`config.mk`:
```
export PLATFORM = sky130hd
export DESIGN_NAME = sd_to_bin_serial
export DESIGN_NICKNAME = d
export VERILOG_FILES = /design/src/rtl/sd_pkg.sv /design/src/rtl/sd_digit_decode.sv /design/src/rtl/sd_to_bin_serial.sv
export SDC_FILE = /design/constraint.sdc
export NUM_CORES = 1
export LEC_CHECK = 0
export ABC_AREA = 0
export BUFFER_PORTS_ARGS = -buffer_cell sky130_fd_sc_hd__buf_2
export CORE_ASPECT_RATIO = 0.6
export CORE_MARGIN = 2
export CORE_UTILIZATION = 51
export DETAILED_ROUTE_END_ITERATION = 16
export HOLD_SLACK_MARGIN = 0.03
export PLACE_DENSITY_LB_ADDON = 0.05
export SYNTH_ARGS = -nofsm -noshare
export SYNTH_HDL_FRONTEND = slang
export SYNTH_SLANG_ARGS = --single-unit
```
`constraint.sdc`:
```
create_clock -name clk -period 2.2 [get_ports clk]
set_input_delay 0.44 -clock clk [delete_from_list [all_inputs] [get_ports clk]]
set_output_delay 0.44 -clock clk [all_outputs]
set_load 0.05 [all_outputs]
```
`src/rtl/sd_pkg.sv`:
```
// Shared definitions for the signed-digit (SD) arithmetic blocks: digit
// encodings, digit width and the serial converter's state type.
package sd_pkg;

  localparam int SD_W = 2;

  localparam logic [SD_W-1:0] SD_ZERO = 2'b00;
  localparam logic [SD_W-1:0] SD_POS  = 2'b01;
  localparam logic [SD_W-1:0] SD_NEG  = 2'b11;
  localparam logic [SD_W-1:0] SD_BAD  = 2'b10;

  typedef enum logic [1:0] {
    IDLE = 2'd0,
    CONV = 2'd1,
    DONE = 2'd2
  } sd_state_t;

endpackage

```
`src/rtl/sd_digit_decode.sv`:
```
// Decodes one 2-bit SD digit into a signed value in {-1,0,+1}; the reserved
// code decodes as 0 and raises bad.
module sd_digit_decode
  import sd_pkg::*;
(
  input  logic [SD_W-1:0]        digit,
  output logic signed [SD_W-1:0] value,
  output logic                   bad
);

  always_comb begin
    value = 2'sb00;
    bad   = 1'b0;
    case (digit)
      SD_POS:  value = 2'sb01;
      SD_NEG:  value = 2'sb11;
      SD_BAD:  bad   = 1'b1;
      default: value = 2'sb00;
    endcase
  end

endmodule

```
`src/rtl/sd_to_bin_serial.sv`:
```
// Digit-serial SD to two's-complement converter: accepts NDIG sum digits plus
// a carry digit and accumulates one digit per cycle, LSB first.
module sd_to_bin_serial
  import sd_pkg::*;
#(
  parameter int NDIG = 4
) (
  input  logic                   clk,
  input  logic                   rst,
  input  logic                   in_valid,
  output logic                   in_ready,
  input  logic [2*NDIG-1:0]      in_sum,
  input  logic [1:0]             in_cout,
  output logic                   out_valid,
  input  logic                   out_ready,
  output logic [NDIG+1:0]        out_value,
  output logic                   out_err
);

  localparam int OW = NDIG + 2;
  localparam int DW = SD_W * (NDIG + 1);
  localparam int IW = $clog2(NDIG + 1);

  // Handshakes: a transfer happens on a clock edge where valid && ready are
  // both high. in_ready is high only in IDLE; out_valid/out_value/out_err
  // stay stable in DONE until out_ready is seen high at an edge.
  sd_state_t             state;
  logic [DW-1:0]         sr;
  logic [OW-1:0]         acc;
  logic                  err;
  logic [IW-1:0]         idx;

  logic signed [SD_W-1:0] d_val;
  logic                   d_bad;
  logic [OW-1:0]          term;
  logic [OW-1:0]          acc_next;
  logic                   err_next;

  sd_digit_decode u_dec (
    .digit (sr[SD_W-1:0]),
    .value (d_val),
    .bad   (d_bad)
  );

  // Sign-extend the digit to full width, then weight it by 2^idx.
  assign term     = {{(OW-SD_W){d_val[SD_W-1]}}, d_val} << idx;
  assign acc_next = acc + term;
  assign err_next = err | d_bad;

  always_ff @(posedge clk) begin
    if (rst) begin
      state     <= IDLE;
      sr        <= '0;
      acc       <= '0;
      err       <= 1'b0;
      idx       <= '0;
      in_ready  <= 1'b1;
      out_valid <= 1'b0;
      out_value <= '0;
      out_err   <= 1'b0;
    end else begin
      case (state)
        IDLE: begin
          if (in_valid && in_ready) begin
            state    <= CONV;
            sr       <= {in_cout, in_sum};
            acc      <= '0;
            err      <= 1'b0;
            idx      <= '0;
            in_ready <= 1'b0;
          end
        end
        CONV: begin
          acc <= acc_next;
          err <= err_next;
          sr  <= {{SD_W{1'b0}}, sr[DW-1:SD_W]};
          idx <= idx + 1'b1;
          // The carry digit is the last one; publish the result directly.
          if (idx == IW'(NDIG)) begin
            state     <= DONE;
            out_valid <= 1'b1;
            out_value <= acc_next;
            out_err   <= err_next;
          end
        end
        DONE: begin
          if (out_ready) begin
            state     <= IDLE;
            out_valid <= 1'b0;
            out_value <= '0;
            out_err   <= 1'b0;
            in_ready  <= 1'b1;
          end
        end
        default: begin
          state     <= IDLE;
          in_ready  <= 1'b1;
          out_valid <= 1'b0;
          out_value <= '0;
          out_err   <= 1'b0;
        end
      endcase
    end
  end

endmodule

```
* Yosys cells after proc, flatten, opt, wreduce, memory -nomap -nowiden
Index checks and enable logic that the tools add are counted.
** Operators by class
- Add/sub/neg operators :: 2
- Equal/unequal tests :: 9
- Shift operators :: 1
- Multiplexer cells :: 24
- Bitwise logic cells :: 3
- Reductions and logical operators :: 7
** Operator list (number)
- $pmux 10 s2 :: 1
- $mux 6 :: 3
- $pmux 6 s3 :: 1
- $pmux 6 s2 :: 1
- $mux 10 :: 1
- $pmux 1 s3 :: 3
- $reduce_and 3->1 :: 3
- $add 6x6->6 :: 1
- $eq 2x2->1 const B :: 3
- $mux 1 :: 6
- $mux 2 :: 3
- $ne 2x2->1 const B :: 3
- $pmux 2 s3 :: 1
- $pmux 3 s2 :: 1
- $shl 6x3->6 :: 1
- $eq 2x1->1 const B :: 2
- $pmux 2 s2 :: 1
- $add 3x1->3 const B :: 1
- $eq 3x3->1 const B :: 1
- $mux 3 :: 1
- $logic_not 2->1 :: 1
- $not 1->1 :: 2
- $pmux 1 s2 :: 1
- $reduce_and 2->1 :: 1
- other kinds (3) :: 3
** Word-level totals
- Register bits after elaboration :: 31
- Output and inout port bits :: 9
- Word-level logic and storage cells :: 55

* Depth between registers and ports, before layout
- Depth in word-level cells :: 6
- Gate-level depth with buffers :: 10

* Cells and area by module
Synthesis repeated with hierarchy kept, for this count alone.
** Unflattened totals
- Cells, all modules :: 182
- Area, all modules :: 1554.0 um^2
** Modules (own cells, without submodules)
- sd_to_bin_serial :: times used 1, cells each 179, area each 1537.7 um^2, sequential area each 620.6 um^2
- sd_digit_decode :: times used 1, cells each 3, area each 16.3 um^2, sequential area each 0.0 um^2

* Least setup slack after synthesis
OpenSTA, ideal clock, no wires.
- Path type :: flip-flop to flip-flop
- From :: reg idx[2]
- To :: reg out_value[3]
- Arrival time :: 2.031 ns
- Data required time :: 2.130 ns
- Path slack :: 0.099 ns
- Cell stages (with the launch flop) :: 10
- Clock period less this slack :: 2.101 ns
- Cell sequence :: dfxtp_1 -> buf_6 -> nand2b_1 -> nor3_1 -> ha_1 -> a21o_1 -> a21oi_1 -> xor2_1 -> or3_1 -> a21oi_1
** On the way
- Longest elaborated chain between the ends :: 4
- Elaborated cells between the ends (all ways) :: 7
** Ends and longest elaborated chain
- start: declaration :: line sd_to_bin_serial.sv:31 : logic [IW-1:0] idx;
- start signal: assignment :: line sd_to_bin_serial.sv:77 : idx <= idx + 1'b1;
- $shl 6x3->6 :: line sd_to_bin_serial.sv:46 : assign term = {{(OW-SD_W){d_val[SD_W-1]}}, d_val} << idx;
- $add 6x6->6 :: line sd_to_bin_serial.sv:47 : assign acc_next = acc + term;
- $mux 6 :: line sd_to_bin_serial.sv:79 : if (idx == IW'(NDIG)) begin
- $pmux 6 s3 :: line sd_to_bin_serial.sv:62 : case (state)
- end signal: assignment :: line sd_to_bin_serial.sv:82 : out_value <= acc_next;
- end: declaration :: line sd_to_bin_serial.sv:16 : output logic [NDIG+1:0] out_value,
Several ways; a longest one is shown, not always the timed one. The select of a mux whose other input is x is not followed.
A chain may end at the register's enable or synchronous reset.

* Final worst setup path
- From :: reg sr[0]
- To :: reg out_value[3]
** On the way
- Longest elaborated chain between the ends :: 6
- Elaborated cells between the ends (all ways) :: 7
** Ends and longest elaborated chain
- start: declaration :: line sd_to_bin_serial.sv:28 : logic [DW-1:0] sr;
- start signal: assignment :: line sd_to_bin_serial.sv:66 : sr <= {in_cout, in_sum};
- start signal: assignment :: line sd_to_bin_serial.sv:76 : sr <= {{SD_W{1'b0}}, sr[DW-1:SD_W]};
- $eq 2x2->1 / $eq 2x1->1 (equally long branches) :: line sd_digit_decode.sv:14 : case (digit)
- $pmux 2 s2 (*) :: line sd_digit_decode.sv:14
- $shl 6x3->6 (*) :: line sd_to_bin_serial.sv:46
- $add 6x6->6 (*) :: line sd_to_bin_serial.sv:47
- $mux 6 (*) :: line sd_to_bin_serial.sv:79
- $pmux 6 s3 (*) :: line sd_to_bin_serial.sv:62
Mark *: on every way between the ends. The rest lies on a longest branch, timed or not. The select of a mux whose other input is x is not followed.

==> flow_metrics.py <==
metrics = {
    "floorplanning": {
        "die_area_um2": 3710,
        "io_pins": 23,
        "fp-row-count": 15,
        "initial_core_util": 0.555,
        "die_x_um": 77.4,
        "die_h_um": 48.0,
        "design.core.area_um2": 2970,
    },
    "routing": {
        "via_count": 1336,
        "dr.first_iter.drc_count": 46,
        "wirelength_um": 3320,
        "firstDrtPassIters": 4,
        "wl_per_cell_um": 13.4,
        "drtAntennaViolNets": 0,
        "routed_via_density": 5.39,
        "drc": 0,
    },
    "clock_tree": {
        "clockBufferDepth": 2,
        "h-tree-depth": 2,
        "clock-root-buffer": "clkbuf_8",
        "postCtsHoldBufs": 0,
        "clkTransAtPathRegs_ns": 0.07,
        "clock_latency_ns": 0.27,
        "cts_buffers": 5,
        "cts_tree": "yes",
        "clock-sinks": 31,
    },
    "sta": {
        "relSlewSlack": 0.596,
        "fin_crit_sh": 0.921,
        "worstMarginPinSlew_ns": 0.607,
        "rsz0062_at_grt": "no",
        "max_freq_ghz": 0.494,
        "setup_tns_ns": 0,
        "hold_viol": 0,
        "finClkSkew_ns": 0.00237,
        "finalMaxSlewViolations": 0,
        "finalSetupViolCount": 0,
        "period_needed_ns": 2.03,
    },
    "global_route": {
        "track_usage": 0.195,
        "grt.busiest_layer": "met2",
        "grt_max_degree": 35,
        "grt_pass1_wl_um": 5440,
        "use_met1": 0.251,
        "use_met2": 0.332,
        "grt_use_met3": 0.0679,
        "grt_pass1_vias": 1202,
        "grt_antenna_before_repair": 0,
        "grt_overflow_total": 0,
    },
    "cells_and_area": {
        "multi_input_area_um2": 893,
        "fillCellCount": 288,
        "layout_commonest_cell": "dfxtp_1",
        "nets": 227,
        "layout_common_cells": "dfxtp_1, nand2_1, nor2_1, buf_2, a21oi_1",
        "drive_gt1_frac": 0.223,
        "fin_util": 0.608,
        "num_antenna_cells": 0,
        "area_growth_pct": 9.57,
        "seqCellArea_um2": 622,
    },
    "critical_path": {
        "critPathArrivalTime_ns": 2.23,
        "ff2ff_setup_slack_ns": 0.17,
        "slowest_delay_ns": 0.43,
        "worstSetupPathType": "reg2reg",
        "critPathLaunchType": "flop",
        "cp-end-kind": "flop",
        "required_ns": 2.40,
        "cpMaxStageDelayCell": "dfxtp_1",
        "cp_cell_sequence": "nand2b_4, nor3_2, ha_1, a21o_1, a21oi_1, xor2_1, or3_1, a21oi_1",
        "crit_fanout": 4,
        "crit_top_cell": "a21oi_1",
    },
    "logic_synthesis": {
        "yosysTopAreaCell": "dfxtp_1",
        "syn_nets": 209,
        "synth-seq-cells": 31,
        "avgSynthCellArea_um2": 8.81,
        "synthDistinctLibCells": 41,
        "netlist_top_cells_area": "dfxtp_1, nand2_1, nor2_1, ha_1, a311oi_1",
        "ys_warn_count": 0,
        "synth_edf_count": 0,
        "postSynthCellCount": 187,
        "synth_seq_area_share": 0.377,
        "synthArstFlopShare": 0,
        "synth_top_area_frac": 0.377,
        "synth_ff_type": "dfxtp_1",
        "synthesis.area_um2": 1650,
    },
    "worst_hold_path": {
        "hold_class": "in2reg",
    },
    "place": {
        "dpl.hpwl_um": 2310,
        "io_buffers": 22,
        "place.gp.congestion": 0.863,
    },
    "pwr": {
        "power_density_nw_per_um2": 692,
        "ir_worst_vdd_v": 0.000365,
        "leakage_uw": 0.000758,
    },
    "outcome": {
        "status": "completed",
    },
    "run": {
        "drv_cap": 0,
    },
}
==> power by group <==
| group | leakage (uW) | switching, uW | internal, uW | total (uW) |
|---|---|---|---|---|
| logic | 0.000463 | 126 | 78.4 | 205 |
| clock network | 0.0000422 | 204 | 222 | 426 |
| registers | 0.000253 | 26.0 | 592 | 618 |
| total | 0.000758 | 356 | 892 | 1250 |
==> flip-flops by register name, summed over array words and instances (netlist names) <==
register and flops:
out_valid 1, idx 3, state 2, in_ready 1, out_value 6, out_err 1, sr 10, err 1
acc 6
==> final timing paths <==
| path | start | endpoint | cells past startpoint |
|---|---|---|---|
| max | sr[0] | out_value[3] | 8 |
| min | in_cout[0] | sr[8] | 3 |
| max reg2reg | sr[0] | out_value[3] | 8 |
| min reg2reg | out_valid | out_valid | 2 |
==> cells in the mapped netlist (4+ instances only) <==
master and instances:
dfxtp_1 31, nand2_1 26, nor2_1 25, a21oi_1 12
a311oi_1 8, ha_1 7, a22oi_1 5, buf_6 5
buf_4 4, inv_1 4, nand3b_1 4, nor2b_1 4
nor3_1 4
==> cells by family after synthesis <==
kind of cell	count (synthesis)	share of synthesized area
AND/OR/NAND/NOR	74	0.211
AO/OA/AOI/OAI	50	0.232
flip-flops	31	0.377
buffers and inverters	19	0.0881
adder cells (fa/ha/maj)	8	0.0653
XOR/XNOR	5	0.0266
==> stage by stage <==
stage,hold slack [ns],power [uW],setup slack (ns),cell area [um2],cells
after floorplan,0.433,795,0.0986,1650,187
after global placement,0.441,823,0.141,1710,240
after detailed placement,0.448,830,0.0824,1710,240
after CTS,0.398,1250,0.0746,1790,248
after global routing,0.428,1310,0.0314,1800,248
final,0.402,1250,0.175,1800,248
==> critical path, delay by kind of cell, from the launching register on <==
family,cells,cell delay [ns]
fa+ha+maj,1,0.30
simple gates,3,0.67
xor+xnor,1,0.10
flops,1,0.43
compound gates,3,0.46
==> final cells by class <==
| cell class | count | share of cell area |
|---|---|---|
| clock buffers | 7 | 0.0423 |
| clock inverters | 1 | 0.00277 |
| inverters | 4 | 0.00832 |
| multi-input cells | 137 | 0.495 |
| flip-flops and latches | 31 | 0.345 |
| well taps | 42 | 0.0291 |
| repair buffers | 26 | 0.0777 |
==> repair_timing <==
item                       4_1_cts  5_1_grt
setup endpoints to repair        0        4
buffers inserted                 0        0
gates resized for setup          0        3
==> metal layers <==
layer	up-vias	part of all wire
met5	-	0
met4	0	0
met3	0	0.036
met2	18	0.44
met1	634	0.53
li1	684	-
No activity file was read; power rests on OpenSTA's default activity.
